### config.mk
export PLATFORM = sky130hd
export DESIGN_NAME = mod_inv_arbiter
export DESIGN_NICKNAME = d
export VERILOG_FILES = /design/src/rtl/mod_inv_arbiter.sv
export SDC_FILE = /design/constraint.sdc
export NUM_CORES = 1
export LEC_CHECK = 0
export CORE_AREA = 2 2 311 313
export CTS_CLUSTER_SIZE = 40
export DETAILED_ROUTE_END_ITERATION = 7
export DIE_AREA = 0 0 313 315
export HOLD_SLACK_MARGIN = 0.02
export PLACE_DENSITY = 0.44
export SLEW_MARGIN = 40
export SYNTH_ARGS = -nofsm -noshare
export SYNTH_HDL_FRONTEND = slang
export SYNTH_SLANG_ARGS = --single-unit
### constraint.sdc
create_clock -name clk -period 13.22 [get_ports clk]
set_input_delay 2.644 -clock clk [delete_from_list [all_inputs] [get_ports clk]]
set_output_delay 2.644 -clock clk [all_outputs]
set_load 0.01 [all_outputs]
### src/rtl/mod_inv_arbiter.sv
// -----------------------------------------------------------------------------
// mod_inv_arbiter
//
// Round-robin arbiter and sequencer that shares one multiplicative-inverse unit
// between NUM_REQ requesters. One request is accepted at a time. Its operands
// are registered and driven to the unit. After UNIT_LAT cycles the unit result
// is captured and returned to the winner over a valid/ready handshake.
//
// Parameters:
//   NUM_REQ   number of requesters (2..8)
//   DATA_W    operand/result width
//   UNIT_LAT  shared-unit latency in cycles (0 = combinational)
//
// Ports:
//   clk, rst                   clock (rising edge), async active-high reset
//   req_valid / req_ready      per-requester request handshake (ready one-hot)
//   req_num / req_mod          flattened operands, requester i at [i*DATA_W +: DATA_W]
//   unit_num / unit_modulo     registered operands to the shared unit
//   unit_inverse / unit_valid  result from the shared unit
//   resp_valid / resp_ready    per-requester response handshake (valid one-hot)
//   resp_inverse / resp_ok     captured unit result
//   busy                       high whenever the FSM is not idle
//   stat_done / stat_fail      response counters (only with MOD_INV_STATS_EN)
//
// Optional feature macro: MOD_INV_STATS_EN
// -----------------------------------------------------------------------------
module mod_inv_arbiter #(
  parameter int NUM_REQ  = 4,
  parameter int DATA_W   = 64,
  parameter int UNIT_LAT = 0
) (
  input  logic                      clk,
  input  logic                      rst,
  input  logic [NUM_REQ-1:0]        req_valid,
  output logic [NUM_REQ-1:0]        req_ready,
  input  logic [NUM_REQ*DATA_W-1:0] req_num,
  input  logic [NUM_REQ*DATA_W-1:0] req_mod,
  output logic [DATA_W-1:0]         unit_num,
  output logic [DATA_W-1:0]         unit_modulo,
  input  logic [DATA_W-1:0]         unit_inverse,
  input  logic                      unit_valid,
  output logic [NUM_REQ-1:0]        resp_valid,
  input  logic [NUM_REQ-1:0]        resp_ready,
  output logic [DATA_W-1:0]         resp_inverse,
  output logic                      resp_ok,
`ifdef MOD_INV_STATS_EN
  output logic [31:0]               stat_done,
  output logic [31:0]               stat_fail,
`endif
  output logic                      busy
);

  localparam int IDX_W = $clog2(NUM_REQ);
  localparam int CNT_W = (UNIT_LAT == 0) ? 1 : $clog2(UNIT_LAT + 1);

  localparam logic [1:0] S_IDLE = 2'd0;
  localparam logic [1:0] S_WAIT = 2'd1;
  localparam logic [1:0] S_RESP = 2'd2;

  logic [1:0]        state_q, state_d;
  logic [IDX_W-1:0]  rr_ptr_q, rr_ptr_d;
  logic [IDX_W-1:0]  gnt_q, gnt_d;
  logic [CNT_W-1:0]  cnt_q, cnt_d;
  logic [DATA_W-1:0] num_q, num_d;
  logic [DATA_W-1:0] mod_q, mod_d;
  logic [DATA_W-1:0] inv_q, inv_d;
  logic              ok_q, ok_d;

  logic              grant_vld;
  logic [IDX_W-1:0]  grant_idx;
  logic [IDX_W-1:0]  cand;
  logic              resp_fire;

  // Rotating priority search: first valid requester at or above rr_ptr, with wrap.
  // NOTE: every variable written here gets a default first so no latch is inferred.
  always_comb begin
    grant_vld = 1'b0;
    grant_idx = '0;
    cand      = '0;
    for (int j = 0; j < NUM_REQ; j++) begin
      cand = IDX_W'((int'(rr_ptr_q) + j) % NUM_REQ);
      if (!grant_vld && req_valid[cand]) begin
        grant_vld = 1'b1;
        grant_idx = cand;
      end
    end
  end

  assign resp_fire = (state_q == S_RESP) && resp_ready[gnt_q];

  always_comb begin
    state_d  = state_q;
    rr_ptr_d = rr_ptr_q;
    gnt_d    = gnt_q;
    cnt_d    = cnt_q;
    num_d    = num_q;
    mod_d    = mod_q;
    inv_d    = inv_q;
    ok_d     = ok_q;
    case (state_q)
      S_IDLE: begin
        if (grant_vld) begin
          num_d    = req_num[int'(grant_idx)*DATA_W +: DATA_W];
          mod_d    = req_mod[int'(grant_idx)*DATA_W +: DATA_W];
          gnt_d    = grant_idx;
          rr_ptr_d = (int'(grant_idx) == NUM_REQ - 1) ? '0 : grant_idx + 1'b1;
          cnt_d    = CNT_W'(UNIT_LAT);
          state_d  = S_WAIT;
        end
      end
      S_WAIT: begin
        // The operands have been stable since the accept edge, so once the
        // countdown expires the unit output is valid and can be sampled.
        if (cnt_q != '0) begin
          cnt_d = cnt_q - 1'b1;
        end else begin
          inv_d   = unit_inverse;
          ok_d    = unit_valid;
          state_d = S_RESP;
        end
      end
      S_RESP: begin
        if (resp_fire) state_d = S_IDLE;
      end
      default: state_d = S_IDLE;
    endcase
  end

  // NOTE: all state, including the operand and result registers, is reset so
  // the unit sees zeros and the response outputs read zero right after reset.
  always_ff @(posedge clk or posedge rst) begin
    if (rst) begin
      state_q  <= S_IDLE;
      rr_ptr_q <= '0;
      gnt_q    <= '0;
      cnt_q    <= '0;
      num_q    <= '0;
      mod_q    <= '0;
      inv_q    <= '0;
      ok_q     <= 1'b0;
    end else begin
      // NOTE: non-blocking assignments so every register samples pre-edge values.
      state_q  <= state_d;
      rr_ptr_q <= rr_ptr_d;
      gnt_q    <= gnt_d;
      cnt_q    <= cnt_d;
      num_q    <= num_d;
      mod_q    <= mod_d;
      inv_q    <= inv_d;
      ok_q     <= ok_d;
    end
  end

  // req_ready is gated by rst so every output reads zero while reset is held,
  // even if a requester keeps its request asserted.
  assign req_ready    = (state_q == S_IDLE && grant_vld && !rst)
                        ? (NUM_REQ'(1) << grant_idx) : '0;
  assign resp_valid   = (state_q == S_RESP) ? (NUM_REQ'(1) << gnt_q) : '0;
  assign unit_num     = num_q;
  assign unit_modulo  = mod_q;
  assign resp_inverse = inv_q;
  assign resp_ok      = ok_q;
  assign busy         = (state_q != S_IDLE);

`ifdef MOD_INV_STATS_EN
  logic [31:0] stat_done_q;
  logic [31:0] stat_fail_q;

  // Saturating counters of accepted responses and of failed ones.
  always_ff @(posedge clk or posedge rst) begin
    if (rst) begin
      stat_done_q <= '0;
      stat_fail_q <= '0;
    end else if (resp_fire) begin
      if (stat_done_q != '1) stat_done_q <= stat_done_q + 1'b1;
      if (!ok_q && stat_fail_q != '1) stat_fail_q <= stat_fail_q + 1'b1;
    end
  end

  assign stat_done = stat_done_q;
  assign stat_fail = stat_fail_q;
`endif

endmodule

; ---- Yosys cells after proc, flatten, opt, wreduce, memory -nomap -nowiden
; Index checks and enable logic that the tools add are counted.
[totals]
register_bits = 200
out_inout_bits = 202
[classes]
addsub = 5
n_lt_le_gt_ge = 5
n_eq_ne = 6
shifts = 4
n_mux = 28
bitwise_logic = 1
reduce_logical = 17
[ops]
columns = operator, count
row1 = variable part select 256 x 9 -> 64 bit, 2
row2 = two-way mux 2 bit, 8
row3 = less-than comparator 2 x 3 -> 1 bit (second input constant), 5
row4 = two-way mux 1 bit, 11
row5 = binary-select mux 1 bit (select 2 bit), 5
row6 = two-way mux 4 bit, 2
row7 = << shifter 1 x 2 -> 4 bit (first input constant), 2
row8 = logical AND 1 bit, 6
row9 = != test 2 bit (second input constant), 3
row10 = one-hot mux 2 bit (3 select lines), 1
row11 = AND reduction 2 bit, 3
row12 = adder 2 x 1 -> 2 bit (second input constant), 2
row13 = adder 2 bit (second input constant), 2
row14 = equality test 2 x 1 -> 1 bit (second input constant), 2
row15 = logical NOT 1 bit, 4
row16 = nonzero test 2 bit, 2
row17 = AND reduction 3 bit, 1
row18 = equality test 2 bit (second input constant), 1
row19 = logical NOT 2 bit, 1
row20 = one-hot mux 1 bit (2 select lines), 1
row21 = NOT 1 bit, 1
row22 = subtractor 1 bit (second input constant), 1

; ---- Logic depth before layout (Yosys ltp)
[logic_depth]
depth_word = 15
mapped_depth = 9
ltp_nobuf = 7

; ---- Worst setup path before layout
; Ideal clock, no wire load.
[synth_path]
path_kind = in2out
startpoint = in rst
endpoint = out req_ready[0]
t_arrival_ns = 7.454
t_required_ns = 10.576
slack_ns = 3.122
path_stages = 2
cell_sequence = inv_1 -> and3_1
[synth_via]
elab_chain_len = 3
[synth_rtl]
columns = element, line_no
row1 = start: declaration, 33  ; input logic rst,
row2 = logical NOT 1 bit, 156  ; assign req_ready = (state_q == S_IDLE && grant_vld && !rst)
row3 = logical AND 1 bit, 156
row4 = two-way mux 4 bit, 157  ; ? (NUM_REQ'(1) << grant_idx) : '0;
row5 = end: declaration, 35  ; output logic [NUM_REQ-1:0] req_ready,
; No other way between the ends.

; ---- Final worst setup path
[layout_path]
startpoint = in req_valid[3]
endpoint = out req_ready[3]
[layout_via]
elab_chain_len = 15
word_cells_on_any_way = 26
[layout_rtl]
columns = element, line_no
row1 = start: declaration, 34  ; input logic [NUM_REQ-1:0] req_valid,
row2 = binary-select mux 1 bit (select 2 bit), 82  ; if (!grant_vld && req_valid[cand]) begin
row3 = two-way mux 1 bit (not written as such), 82
row4 = two-way mux 1 bit, 82
row5 = logical NOT 1 bit, 82
row6 = logical AND 1 bit, 82
row7 = two-way mux 1 bit, 82
row8 = logical NOT 1 bit, 82
row9 = logical AND 1 bit, 82
row10 = two-way mux 1 bit, 82
row11 = logical NOT 1 bit, 82
row12 = logical AND 1 bit, 82
row13 = two-way mux 1 bit, 82
row14 = logical AND 1 bit (2 in series), 156
row15 = two-way mux 4 bit *, 157
; Every way passes the cells marked *; elsewhere a longest branch is shown, timed or not. The select of a mux whose other input is x is not followed.

==> flow_metrics.env <==
export IMPL_synth_seq_cells=199
export IMPL_synth_cells=917
export IMPL_ys_async_sr_fraction=1.000
export IMPL_fillers=10357
export IMPL_worst_ep_required_time_ns=10.58
export IMPL_min_period_ns=8.143
export IMPL_cts_resized=0
export IMPL_holdCritPathClass="reg -> reg"
export IMPL_fin_nets=2235
export IMPL_antenna_found_initial=3
export IMPL_worst_path_max_delay_cell="clkdlybuf4s50_1"
export IMPL_worstReg2RegEnd="unit_num[54]"
export IMPL_synth_edf_count=0
export IMPL_yosysMostFrequentCell="dfrtp_1"
export IMPL_post_cts_buffers=0
export IMPL_drt_first_iter_violations=390
export IMPL_hold_violations=0
export IMPL_via_per_inst=3.732
export IMPL_fin_util=0.2087
export IMPL_first_pass_iters=5
export IMPL_leakagePower_nw=7.667
export IMPL_cellPowerDensity_nw_per_um2=204.8
export IMPL_crit_path_cell_trace="clkdlybuf4s50_1 -> nand2b_1 -> and3_1 -> o22ai_4 -> buf_4 -> inv_1 -> ha_1 -> and3_1 -> clkdlybuf4s50_1"
export IMPL_syn_num_nets=1506
export IMPL_finClkSkew_ns=0.01424
export IMPL_crit_fanout=33
export IMPL_endpoint_kind="output pin"
export IMPL_cts_tree="built"
export IMPL_outcome="finished clean"
export IMPL_drv_slew=0
export IMPL_ys_top_cells_by_area="dfrtp_1 49%, mux2i_1 13%, a221oi_1 11%"
export IMPL_grt_ovfl_total=0
export IMPL_place_area_um2=19390
export IMPL_cp_top_family="buffers and inverters"
export IMPL_syn_area_per_cell_um2=11.06
export IMPL_reg2reg_slack_ns=9.89
export IMPL_core_um2=95710
export IMPL_ys_types=32
export IMPL_grt_pass1_vias=11771
export IMPL_gp_congestion=0.8662
export IMPL_clk_path_buf_depth=2
export IMPL_setup_slack_ns=5.077
export IMPL_area_growth_pct=96.95
export IMPL_netlist_area_um2=10140
export IMPL_grt_max_degree=87
export IMPL_grt_pass1_wl_um=79120
export IMPL_clk_pin_slew_ns=0.07
export IMPL_start_kind="primary input"
export IMPL_die_width_um=313
export IMPL_whs_endpoint="resp_inverse[23]"
export IMPL_hp_start="resp_inverse[23]"
export IMPL_tightest_slew_ns=0.8462
export IMPL_layout_drive_gt1_share=0.07294
export IMPL_rsz0062_at_grt="no"
export IMPL_ys_flop_type="dfrtp_1"
export IMPL_ctsHoldBuffers=0
export IMPL_num_vias=10954
export IMPL_cts_sinks=199
export IMPL_fmaxAchievable_mhz=122.8
export IMPL_diodes=0
export IMPL_critPathKind="in -> out"
export IMPL_wire_per_inst_um=18.96
export IMPL_peakVddDrop_mv=0.09272
export IMPL_finalCritPeriodShare=0.6160
export IMPL_yosysTopAreaCell="dfrtp_1"
export IMPL_setup_tns_ns=0
export IMPL_setup_viol=0
export IMPL_numCtsBuffers=17
export IMPL_drc=0
export IMPL_maxCapViolations=0
export IMPL_ys_warn_count=0
export IMPL_wl_um=55640
export IMPL_dp_hpwl_um=44170
export IMPL_reg2reg_from="rr_ptr_q[0]"
export IMPL_numPortBuffers=788
export IMPL_rows=114
export IMPL_cpPeakStageDelay_ns=0.58
export IMPL_ant_nets=0
export IMPL_synth_top_cell_area_share=0.4911
export IMPL_track_usage=0.1087
export IMPL_crit_buf_inv=4
export IMPL_hold_depth=1
export IMPL_htree_num_levels=4
export IMPL_slew_headroom=0.4359
export IMPL_dieArea_um2=98600
export IMPL_fin_area_um2=19970
export IMPL_seq_area_frac_synth=0.4911
export IMPL_yosys_top_cells_count="199 x dfrtp_1, 130 x nor2_1, 128 x a221oi_1, 128 x mux2i_1, 128 x o22ai_1"
export IMPL_clkLatencyLatePin_ns=0.50
export IMPL_start_util=0.1059
export IMPL_arrival_ns=5.50
export IMPL_io_pins=789
export IMPL_die_h_um=315
export IMPL_cts_root_buf="clkbuf_16"
export IMPL_ff2ff_path_depth=7
export IMPL_dpl_worst_slack_ns=5.064
[layout by cell type (no fill, tap or decap), types with 2 or more instances in the layout]
master / Yosys / routed
a21oi_1: 2 / 2
a221oi_1: 128 / 128
and3_1: 5 / 5
buf_4: 4 / 12
buf_6: 0 / 2
clkbuf_16: 0 / 17
clkdlybuf4s50_1: 0 / 788
clkinv_2: 0 / 2
clkinv_4: 0 / 2
clkinvlp_4: 0 / 2
dfrtp_1: 199 / 199
ha_1: 2 / 2
inv_1: 3 / 2
inv_6: 0 / 4
inv_8: 0 / 3
mux2_2: 65 / 65
mux2i_1: 128 / 127
nand2_1: 7 / 6
nand2b_1: 4 / 3
nor2_1: 130 / 130
nor2b_1: 2 / 2
nor3_1: 2 / 2
nor3b_1: 2 / 2
o21ai_0: 5 / 5
o22ai_1: 128 / 128
[worst max path at each step]
stage | start | end | depth (start not counted)
after floorplan | rst | req_ready[0] | 2
after global placement | req_valid[3] | req_ready[3] | 9
after detailed placement | req_valid[3] | req_ready[3] | 9
after CTS | req_valid[3] | req_ready[3] | 9
after global routing | req_valid[0] | req_ready[3] | 9
final | req_valid[3] | req_ready[3] | 9
[layer usage]
layer | global-route usage | routed length (um) | vias to the layer above
met4 | 0.04524 | 1780 | 2
met1 | 0.1194 | 21320 | 5305
li1 | - | - | 5031
met5 | 0 | 13 | -
met3 | 0.03999 | 4503 | 74
met2 | 0.1886 | 28030 | 542
[cells by family (layout without fill, tap and decap cells)]
logic type               after synthesis  count (layout)  synth area share
AO/OA/AOI/OAI                        268             268            0.1974
adder cells (fa/ha/maj)                2               2          0.002468
buffers and inverters                 97             839           0.04467
AND/OR/NAND/NOR                      157             157           0.06355
multiplexers                         194             194            0.2008
flip-flops                           199             199            0.4911
[final cells by class]
| class | count | area [um^2] | share of cell area |
|---|---|---|---|
| Clock buffer | 19 | 442.9 | 0.02218 |
| Tap cell | 1276 | 1597 | 0.07994 |
| Sequential cell | 199 | 4980 | 0.2494 |
| Multi-Input combinational cell | 621 | 4766 | 0.2386 |
| Inverter | 4 | 27.53 | 0.001378 |
| Clock inverter | 13 | 137.6 | 0.006892 |
| Timing Repair Buffer | 803 | 8020 | 0.4016 |
[report_power, final]
| part | internal [mW] | total [mW] | switching, mW |
|---|---|---|---|
| Clock | 0.270 | 0.552 | 0.281 |
| Sequential | 0.935 | 1.11 | 0.175 |
| Combinational | 1.20 | 2.43 | 1.22 |
| Total | 2.41 | 4.09 | 1.68 |
[registers in the layout (all words and copies together), names as in the netlist]
signal,flops
gnt_q,2
resp_inverse,64
resp_ok,1
rr_ptr_q,2
state_q,2
unit_modulo,64
unit_num,64
[metrics by stage]
step	instances	total power [mW]	hold WS (ns)
6_report	2935	4.090	0.5054
4_1_cts	2935	4.179	0.5103
2_1_floorplan	917	2.315	0.5219
5_1_grt	2935	4.373	0.5137
3_3_place_gp	2903	3.568	0.4884
3_5_place_dp	2903	3.594	0.4920
Note: power is estimated with default switching activity, not from simulation.
